## src/rtl/exe_stage.sv

```systemverilog
// Execute stage: operand-2 generation, ALU with NZCV flags, branch target
// adder, status register and the EX/MEM pipeline register.
module exe_stage (
  input  logic        clk,
  input  logic        rst,
  input  logic        freeze,
  input  logic [3:0]  exe_cmd_in,
  input  logic        mem_read_in,
  input  logic        mem_write_in,
  input  logic        wb_enable_in,
  input  logic        status_update_in,
  input  logic        branch_taken_in,
  input  logic        imm_in,
  input  logic [11:0] shift_operand_in,
  input  logic [23:0] signed_imm_24_in,
  input  logic [3:0]  dest_reg_in,
  input  logic [31:0] val_rn_in,
  input  logic [31:0] val_rm_in,
  input  logic [31:0] pc_in,
  output logic        branch_taken_out,
  output logic [31:0] branch_address,
  output logic [3:0]  status_out,
  output logic [31:0] alu_result_out,
  output logic [31:0] val_rm_out,
  output logic [3:0]  dest_reg_out,
  output logic        wb_enable_out,
  output logic        mem_read_out,
  output logic        mem_write_out
);

  logic [31:0] w_val2;
  logic [63:0] w_dbl;
  logic [4:0]  w_rot_imm;
  logic [4:0]  w_shamt;
  logic [31:0] w_result;
  logic [32:0] w_sum;
  logic        w_valid;
  logic        w_flag_n;
  logic        w_flag_z;
  logic        w_flag_c;
  logic        w_flag_v;
  logic        w_carry_in;

  logic [3:0]  r_status;
  logic [31:0] r_alu_result;
  logic [31:0] r_val_rm;
  logic [3:0]  r_dest_reg;
  logic        r_wb_enable;
  logic        r_mem_read;
  logic        r_mem_write;

  // Branch path is purely combinational so IF can redirect in the same cycle.
  assign branch_taken_out = branch_taken_in;
  assign branch_address   = pc_in + {{6{signed_imm_24_in[23]}}, signed_imm_24_in, 2'b00};

  assign w_rot_imm  = {shift_operand_in[11:8], 1'b0};
  assign w_shamt    = shift_operand_in[11:7];
  assign w_carry_in = r_status[1];

  // Operand-2 generation; rotates use a doubled word so amount 0 is a pass-through.
  always_comb begin
    w_val2 = '0;
    w_dbl  = '0;
    if (imm_in) begin
      w_dbl  = {24'd0, shift_operand_in[7:0], 24'd0, shift_operand_in[7:0]} >> w_rot_imm;
      w_val2 = w_dbl[31:0];
    end else if (mem_read_in || mem_write_in) begin
      w_val2 = {20'd0, shift_operand_in};
    end else begin
      case (shift_operand_in[6:5])
        2'b00:   w_val2 = val_rm_in << w_shamt;
        2'b01:   w_val2 = val_rm_in >> w_shamt;
        2'b10:   w_val2 = $signed(val_rm_in) >>> w_shamt;
        default: begin
          w_dbl  = {val_rm_in, val_rm_in} >> w_shamt;
          w_val2 = w_dbl[31:0];
        end
      endcase
    end
  end

  // ALU and flag generation; subtraction is Rn + ~Val2 + carry so C means "no borrow".
  always_comb begin
    w_result = '0;
    w_sum    = '0;
    w_valid  = 1'b0;
    w_flag_n = r_status[3];
    w_flag_z = r_status[2];
    w_flag_c = r_status[1];
    w_flag_v = r_status[0];
    case (exe_cmd_in)
      4'b0001: begin w_result = w_val2;              w_valid = 1'b1; end
      4'b1001: begin w_result = ~w_val2;             w_valid = 1'b1; end
      4'b0110: begin w_result = val_rn_in & w_val2;  w_valid = 1'b1; end
      4'b0111: begin w_result = val_rn_in | w_val2;  w_valid = 1'b1; end
      4'b1000: begin w_result = val_rn_in ^ w_val2;  w_valid = 1'b1; end
      4'b0010, 4'b0011: begin
        w_sum    = {1'b0, val_rn_in} + {1'b0, w_val2}
                 + {32'd0, (exe_cmd_in[0] & w_carry_in)};
        w_result = w_sum[31:0];
        w_flag_c = w_sum[32];
        w_flag_v = (val_rn_in[31] == w_val2[31]) && (w_result[31] != val_rn_in[31]);
        w_valid  = 1'b1;
      end
      4'b0100, 4'b0101: begin
        w_sum    = {1'b0, val_rn_in} + {1'b0, ~w_val2}
                 + {32'd0, (exe_cmd_in[0] ? w_carry_in : 1'b1)};
        w_result = w_sum[31:0];
        w_flag_c = w_sum[32];
        w_flag_v = (val_rn_in[31] != w_val2[31]) && (w_result[31] != val_rn_in[31]);
        w_valid  = 1'b1;
      end
      default: begin end
    endcase
    if (w_valid) begin
      w_flag_n = w_result[31];
      w_flag_z = (w_result == 32'd0);
    end
  end

  // NZCV register: written only by flag-setting instructions that are not stalled.
  always_ff @(posedge clk or negedge rst) begin
    if (!rst) begin
      r_status <= 4'b0000;
    end else if (!freeze && status_update_in) begin
      r_status <= {w_flag_n, w_flag_z, w_flag_c, w_flag_v};
    end
  end

  // EX/MEM pipeline register, held while the pipeline is frozen.
  always_ff @(posedge clk or negedge rst) begin
    if (!rst) begin
      r_alu_result <= '0;
      r_val_rm     <= '0;
      r_dest_reg   <= '0;
      r_wb_enable  <= 1'b0;
      r_mem_read   <= 1'b0;
      r_mem_write  <= 1'b0;
    end else if (!freeze) begin
      r_alu_result <= w_result;
      r_val_rm     <= val_rm_in;
      r_dest_reg   <= dest_reg_in;
      r_wb_enable  <= wb_enable_in;
      r_mem_read   <= mem_read_in;
      r_mem_write  <= mem_write_in;
    end
  end

  assign status_out     = r_status;
  assign alu_result_out = r_alu_result;
  assign val_rm_out     = r_val_rm;
  assign dest_reg_out   = r_dest_reg;
  assign wb_enable_out  = r_wb_enable;
  assign mem_read_out   = r_mem_read;
  assign mem_write_out  = r_mem_write;

endmodule

```

## config.mk

```make
export PLATFORM = sky130hd
export DESIGN_NAME = exe_stage
export DESIGN_NICKNAME = d
export VERILOG_FILES = /design/src/rtl/exe_stage.sv
export SDC_FILE = /design/constraint.sdc
export NUM_CORES = 1
export LEC_CHECK = 0
export CORE_MARGIN = 1
export CORE_UTILIZATION = 52
export CTS_CLUSTER_DIAMETER = 30
export DETAILED_ROUTE_END_ITERATION = 16
export PLACE_DENSITY = 0.8
export SLEW_MARGIN = 20
export SYNTH_ARGS = -nofsm -noshare
export SYNTH_HDL_FRONTEND = slang
export SYNTH_SLANG_ARGS = --single-unit
```

## constraint.sdc

```tcl
create_clock -name clk -period 4.1 [get_ports clk]
set_input_delay 0.615 -clock clk [delete_from_list [all_inputs] [get_ports clk]]
set_output_delay 0.615 -clock clk [all_outputs]
set_load 0.005 [all_outputs]
```

==> impl_metrics.yaml, run 1 <==
outcome:
  status: "aborted with a tool error"
  failed_stage: "5_1_grt"
  error: "[ERROR GRT-0116] Global routing finished with congestion. Check the congestion regions in the DRC Viewer."
synth:
  syn_area_mm2: 0.0175
  yosysSeqAreaShare: 0.108
  synth_cell_types: 86
  synth_nets: 2516
  synth_edf_count: 0
  synth_area_per_cell_um2: 7.80
  synthCells: 2237
  ys_ff_latch: 75
  synthArstFlopShare: 1.00
  synth-main-ff-cell: "dfrtp_1"
  yosys_warnings: 0
clock_network:
  ctsHoldBuffers: 0
  clockRootBuffer: "clkbuf_16"
  cts.sinks: 75
  numCtsBuffers: 9
  htreeDepth: 3
  clock_path_buffers: 2
floorplan:
  io_pins: 257
  die_height_um: 185
  rows: 66
  fp.dieW_um: 185
  start_util: 0.533
grt:
  grt_max_degree: 64
  grt_pass1_wl_mm: 210
  grt_overflow_total: 498
  grt_usage: 0.799
  grt_pass1_vias: 32300
placement:
  dp_slack_ns: -2.58
  place_area_mm2: 0.0261
  place_congestion: 1.28
  port_buffers: 250
  dp_hpwl_mm: 71.5
-- routing by layer --
metal | overflow | GRT usage
met4 | 182 | 0.801
met5 | 5 | 0.437
met2 | 274 | 0.946
met3 | 22 | 0.680
met1 | 15 | 0.781
-- per-stage QoR --
| step | utilization | std cells | TNS (ns) |
|---|---|---|---|
| 2_1_floorplan | - | 2237 | -17.87 |
| 3_3_place_gp | 0.795 | 3535 | -58.30 |
| 3_5_place_dp | 0.795 | 3535 | -68.11 |
| 4_1_cts | 0.878 | 3633 | -25.19 |
-- cells in the mapped netlist, types with 30 or more instances --
cell,instances,area share
a211oi_1,47,0.020
a21oi_1,133,0.038
a31oi_1,30,0.011
buf_2,37,0.011
clkbuf_1,132,0.028
dfrtp_1,75,0.11
ha_1,125,0.090
inv_1,125,0.027
mux2_2,72,0.046
mux2i_1,92,0.053
mux4_2,82,0.11
nand2_1,191,0.041
nand3_1,51,0.015
nor2_1,153,0.033
nor2b_1,36,0.013
nor3_1,54,0.015
o211ai_1,35,0.015
o21ai_0,113,0.032
o22ai_1,37,0.013
xnor2_1,33,0.017
-- logic make-up after synthesis --
family	Yosys count	synth area share
multiplexers	246	0.205
flip-flops	75	0.108
buffers and inverters	335	0.0814
AO/OA/AOI/OAI	752	0.308
AND/OR/NAND/NOR	662	0.184
XOR/XNOR	37	0.0186
adder cells (fa/ha/maj)	130	0.0953
-- timing repair --
item                                    CTS
cloned                                    5
endpoints found under the setup margin   55
gates resized for setup                 513
setup buffers                            80
pin swaps                               145
==> run 2: changes to the inputs <==
- CORE_UTILIZATION: 52 -> 40
- CTS_CLUSTER_DIAMETER: 30 -> default
- PLACE_DENSITY: 0.8 -> default
- PLACE_DENSITY_LB_ADDON: default -> 0.15
- clock period: 4.1 -> 5.35 ns (I/O delays scaled with it)
==> run 2 against run 1 <==
  * The flow now finishes, with violations (setup timing)
  * Synthesized cell count unchanged
  * Synthesized area unchanged
==> impl_metrics.yaml, run 2 <==
pwr:
  power.total_mw: 4.94
  internal-power_mw: 2.81
  switching_power_mw: 2.13
  clkPwrFrac: 0.142
  p_comb_frac: 0.720
  p_leak_nw: 13.0
  ir_worst_vdd_v: 0.000193
  p_seq_frac: 0.138
  swShare: 0.431
  power.density_mw_per_mm2: 168
timing:
  drv_slew: 0
  achievable-frequency_mhz: 175
  setup_viol: 10
  finalSetupTns_ns: -2.04
  fin_worst_skew_ns: 0.00632
  setup_ws_ns: -0.364
  worst_pin_slew_ns: 1.16
  grt_setup_unrepaired: "true"
  finalCritPeriodShare: 1.07
  maxSlewHeadroom: 0.226
  min_period_ns: 5.71
  hold_viol_final: 0
synth:
  synth_top_family_by_area: "compound AO/OA/AOI/OAI gates"
  synthTopCellsByArea: "dfrtp_1 (11%), mux4_2 (11%), ha_1 (9.0%)"
  synth_common_cells: "nand2_1 (191), nor2_1 (153), a21oi_1 (133)"
  synth_nets: 2516
  yosysTopAreaCellShare: 0.108
  synth_xor_xnor_area_share: 0.0186
  synthCells: 2237
  yosysTopAreaCell: "dfrtp_1"
  synth.area.mux_share: 0.205
  synth_area_per_cell_um2: 7.80
  yosys_warnings: 0
  synth-main-ff-cell: "dfrtp_1"
  yosysSeqAreaShare: 0.108
  synth.most_common_cell: "nand2_1"
  synth_compound_area_frac: 0.308
  yosys.area_share.simple: 0.184
  synth_edf_count: 0
  synthAdderAreaFrac: 0.0953
  syn_area_mm2: 0.0175
  ys_ff_latch: 75
  synthArstFlopShare: 1.00
  synth_cell_types: 86
clock_network:
  htreeDepth: 3
  clkLatencyLatePin_ns: 0.38
  clock_path_buffers: 2
  cts_tree: "done"
  cts.sinks: 75
  clockRootBuffer: "clkbuf_16"
  numCtsBuffers: 9
  cts.clk_slew.worst_paths_ns: 0.07
drt:
  routed-wl-met2_mm: 48.2
  wl_per_cell_um: 28.1
  dr.pass1.iters: 7
  drt-met1-wl_mm: 38.0
  routed.top_layer: "met5"
  drtAntennaViolNets: 0
  drtIter0Drc: 2719
  viasPerCell: 6.46
  wl_met3_mm: 10.7
  vias: 24600
  drc_errors: 0
  wl_mm: 107
run:
  maxCapViolCount: 0
floorplan:
  rows: 76
  coreArea_mm2: 0.0431
  start_util: 0.405
  die_area_mm2: 0.0445
  fp.dieW_um: 211
  io_pins: 257
  die_height_um: 211
final_layout:
  areaGrowthSynthToFinish_pct: 67.9
  post-route-util: 0.680
  final_common_cell: "buf_4"
  drive_above_1_share: 0.442
  nets: 3492
  layout_common_cells: "buf_4 (840), clkdlybuf4s50_1 (204), nand2_1 (180)"
placement:
  port_buffers: 250
  dp_hpwl_mm: 83.5
  place_congestion: 1.09
  dp_slack_ns: -1.52
grt:
  grt_pass1_wl_mm: 155
  grt_max_degree: 49
  grt_pass1_vias: 24400
  grt_usage: 0.469
  grt_overflow_total: 0
  grt_antenna_before_repair: 3
worst_setup_path:
  crit_arrival_ns: 6.03
  path_max_fanout: 5
  critPathCaptureType: "register"
  critPathRequiredTime_ns: 5.66
  cp-start-kind: "input pin"
  worstSetupPathType: "in2reg"
  reg2reg_slack_ns: 0.95
outcome:
  status: "complete, but fails checks"
  violations: "setup timing"
hold_path:
  min_path_type: "in2async"
## run 2: cell counts after synthesis
Identical to the previous run, type by type.
## run 2: worst paths after layout
path / start / end / cells past startpoint
setup / recovery: val_rm_in[29] / status_out[2]$_DFFE_PN0P_ / 24
hold / removal: rst / val_rm_out[19]$_DFFE_PN0N_ / 1
setup reg to reg: status_out[1]$_DFFE_PN0P_ / status_out[2]$_DFFE_PN0P_ / 16
hold reg to reg: alu_result_out[29]$_DFFE_PN0N_ / alu_result_out[29]$_DFFE_PN0N_ / 2
max in group asynchronous: rst / alu_result_out[10]$_DFFE_PN0N_ / 2
min in group clk: alu_result_out[29]$_DFFE_PN0N_ / alu_result_out[29]$_DFFE_PN0N_ / 2
## run 2: logic make-up (layout without fill, tap and decap cells)
family / after synthesis / count (layout)
simple gates: 662 / 662
mux: 246 / 246
other cells: 0 / 2
fa+ha+maj: 130 / 130
xor+xnor: 37 / 37
buf+inv: 335 / 1316
compound gates: 752 / 752
flops: 75 / 75
## run 2: through the flow
stage / std cells / hold WS (ns) / instance area [µm²]
after floorplan: 2237 / 0.461 / 17800
after global placement: 3699 / 0.465 / 26300
after detailed placement: 3699 / 0.474 / 26300
after CTS: 3776 / 0.340 / 28400
after global routing: 3804 / 0.365 / 29300
final: 3805 / 0.346 / 29300
## run 2: critical path: stages
cell	delay [ns]
dlygate4sd2_1	0.24
buf_6	0.15
buf_4	0.17
mux2_4	0.30
a2bb2oi_2	0.18
buf_4	0.16
a31oi_2	0.09
a22oi_2	0.28
nor2b_2	0.10
fa_2	0.38
fa_2	0.40
o21bai_4	0.14
a211o_1	0.18
a21oi_1	0.07
a211o_1	0.27
a221oi_2	0.25
or4bb_1	0.42
or4_4	0.43
nor4_2	0.15
buf_4	0.16
and4b_1	0.26
and4_4	0.26
nand4_1	0.09
nand2_1	0.08
## run 2: cell type report
cell class	count	area (µm²)
flip-flops and latches	75	1880
fillers	3554	13800
inverters	129	490
clock inverters	7	98.8
diodes	2	5.00
repair buffers	1171	9920
clock buffers	9	225
well taps	585	732
multi-input cells	1827	16000
## run 2: power by group through the flow
stage / clock [mW] / sequential (mW) / combinational [mW]
2_1_floorplan: 0 / 0.687 / 1.37
3_3_place_gp: 0 / 0.687 / 3.00
3_5_place_dp: 0 / 0.692 / 3.04
4_1_cts: 0.708 / 0.682 / 3.29
5_1_grt: 0.729 / 0.688 / 3.69
6_report: 0.699 / 0.683 / 3.56
## run 2: layer usage
metal | vias to the layer above | global-route usage
met4 | 4 | 0.362
li1 | 10500 | -
met2 | 1739 | 0.756
met5 | - | 0
met1 | 11700 | 0.532
met3 | 563 | 0.119
## run 2: what timing repair did
item | in CTS | in global routing
hold buffers | 0 | 0
setup buffers | 59 | 29
pin swaps | 82 | 82
cloned | 2 | 1
gates resized for setup | 368 | 170
endpoints found under the setup margin | 29 | 28
Note: power is estimated with default switching activity, not from simulation.
==> run 3: changes to the inputs <==
- ABC_CLOCK_PERIOD_IN_PS: default -> 5350
- REMOVE_ABC_BUFFERS: default -> 1
- SETUP_SLACK_MARGIN: default -> 0.02
==> run 3 against run 2 <==
  * The run still ends with setup timing left
  * Fmax is 1.6% lower
  * Register-to-register slack better by 0.15 ns
  * Via count is 0.18% lower
  * Design area is 0.49% higher
  * Sequential power is 0.9% lower
  * Clock power is 3% lower
  * Global-route usage is 1.8 points lower
  * Cell count is 0.18% lower
  * First-iteration DRC count is 2.0% lower
==> impl_metrics.yaml, run 3 (synthesis results as in run 2) <==
placement:
  place_congestion: 1.10
  dp.cells: 3677
  port_buffers: 250
  dp_hpwl_mm: 80.2
grt:
  grt_max_degree: 49
  grt_pass1_wl_mm: 149
  grt_pass1_vias: 23900
  grt_antenna_before_repair: 2
  grt_overflow_total: 0
  grt_usage: 0.451
worst_setup_path:
  r2r-start: "status_out[1]$_DFFE_PN0P_"
  startpoint: "shift_operand_in[10]"
  critPathRequiredTime_ns: 5.69
  cpMaxStageDelayCell: "a222oi_1"
  slowest_delay_ns: 0.43
  crit_arrival_ns: 6.15
  path_max_fanout: 22
  worstSetupPathType: "in2reg"
  path_buf_inv: 7
  cpLargestDelayFamily: "compound AO/OA/AOI/OAI gates"
  cp-start-kind: "input pin"
  critPathCaptureType: "register"
final_layout:
  regArea_mm2: 0.00188
  fill_cells: 3432
  areaGrowthSynthToFinish_pct: 68.7
  layout_common_cells: "buf_4 (830), clkdlybuf4s50_1 (205), nand2_1 (182)"
  post-route-util: 0.684
  multi_input_area_mm2: 0.0162
  drive_above_1_share: 0.445
  final_cell_count_no_fill: 3798
  final_common_cell: "buf_4"
  nets: 3487
drt:
  drt-met1-wl_mm: 37.1
  drtAntennaViolNets: 0
  wl_mm: 104
  dr.pass1.iters: 9
  routed-wl-met2_mm: 47.8
  routed.top_layer: "met5"
  drtIter0Drc: 2664
  drc_errors: 0
  wl_met3_mm: 9.06
  viasPerCell: 6.46
  wl_per_cell_um: 27.5
  vias: 24500
clock_network:
  cts_tree: "done"
  htreeDepth: 3
  cts.clk_slew.worst_paths_ns: 0.08
  clkLatencyLatePin_ns: 0.40
  cts.sinks: 75
  clock_path_buffers: 2
  numCtsBuffers: 9
  clockRootBuffer: "clkbuf_16"
floorplan:
  fp.dieW_um: 211
  io_pins: 257
  die_height_um: 211
  rows: 76
  die_area_mm2: 0.0445
  coreArea_mm2: 0.0431
  start_util: 0.405
hold_path:
  min_path_type: "in2async"
pwr:
  internal-power_mw: 2.79
  p_comb_frac: 0.726
  ir_worst_vdd_v: 0.000150
  swShare: 0.436
  power.density_mw_per_mm2: 168
  clkPwrFrac: 0.137
  p_leak_nw: 13.0
  power.total_mw: 4.95
  p_seq_frac: 0.137
  switching_power_mw: 2.16
timing:
  grt_setup_unrepaired: "true"
  worst_pin_slew_ns: 1.14
  fin_worst_skew_ns: 0.0116
  hold_viol_final: 0
  finalCritPeriodShare: 1.09
  setup_viol: 12
  drv_slew: 0
  whs_ns: 0.354
  achievable-frequency_mhz: 172
  min_period_ns: 5.81
  setup_ws_ns: -0.457
  maxSlewHeadroom: 0.239
outcome:
  violations: "setup timing"
  status: "complete, but fails checks"
run:
  maxCapViolCount: 0
==> run 3: stage by stage <==
stage          worst slack, ns  instance area, µm²  TNS, ns
2_1_floorplan           -0.553               16500    -3.12
3_3_place_gp             -1.63               26000   -27.27
3_5_place_dp             -1.67               26000   -29.60
4_1_cts                 -0.434               28200    -1.85
5_1_grt                 -0.548               29500    -4.20
6_report                -0.457               29500    -3.06
==> run 3: worst paths after layout <==
check,endpoint,slack [ns],depth (start not counted)
worst min register to register,alu_result_out[7]$_DFFE_PN0N_,0.48,2
worst min-delay path,val_rm_out[6]$_DFFE_PN0N_,0.35,1
min in group clk,alu_result_out[7]$_DFFE_PN0N_,0.48,2
worst max register to register,status_out[2]$_DFFE_PN0P_,1.10,17
max in group asynchronous,alu_result_out[10]$_DFFE_PN0N_,3.96,2
worst max-delay path,status_out[2]$_DFFE_PN0P_,-0.46,25
==> run 3: what timing repair did <==
item,4_1_cts,5_1_grt
gates cloned,1,3
resized for setup,387,216
pin swaps,97,107
hold buffers,0,0
setup buffers,64,43
endpoints found under the setup margin,32,32
==> run 3: area by class of cell <==
| type | count | area share |
|---|---|---|
| multi-input cells | 1827 | 0.549 |
| repair buffers | 1166 | 0.336 |
| flip-flops and latches | 75 | 0.0637 |
| well taps | 585 | 0.0248 |
| inverters | 129 | 0.0167 |
| clock buffers | 9 | 0.00765 |
| clock inverters | 6 | 0.00221 |
| diodes | 1 | 0.0000850 |
==> run 3: layer usage <==
metal / vias to the layer above / global-route usage
met2: 1662 / 0.745
li1: 10500 / -
met3: 532 / 0.0870
met1: 11800 / 0.505
met4: 2 / 0.371
met5: - / 0
==> run 3: worst reg2reg max path, delay by kind of cell, from the launching register on <==
kind	cells	cell delay, ns
adders and majority gates	2	0.65
AOI/OAI and AO/OA	3	0.63
DFF	1	0.43
buffers and inverters	3	0.42
and+or+nand+nor	9	2.06
==> run 3: power by group through the flow <==
| stage | clock, mW | sequential [mW] | combinational, mW |
|---|---|---|---|
| floorplan | 0 | 0.687 | 1.20 |
| global placement | 0 | 0.682 | 2.93 |
| detailed placement | 0 | 0.686 | 2.98 |
| CTS | 0.682 | 0.676 | 3.27 |
| global route | 0.700 | 0.683 | 3.73 |
| finish | 0.679 | 0.677 | 3.59 |
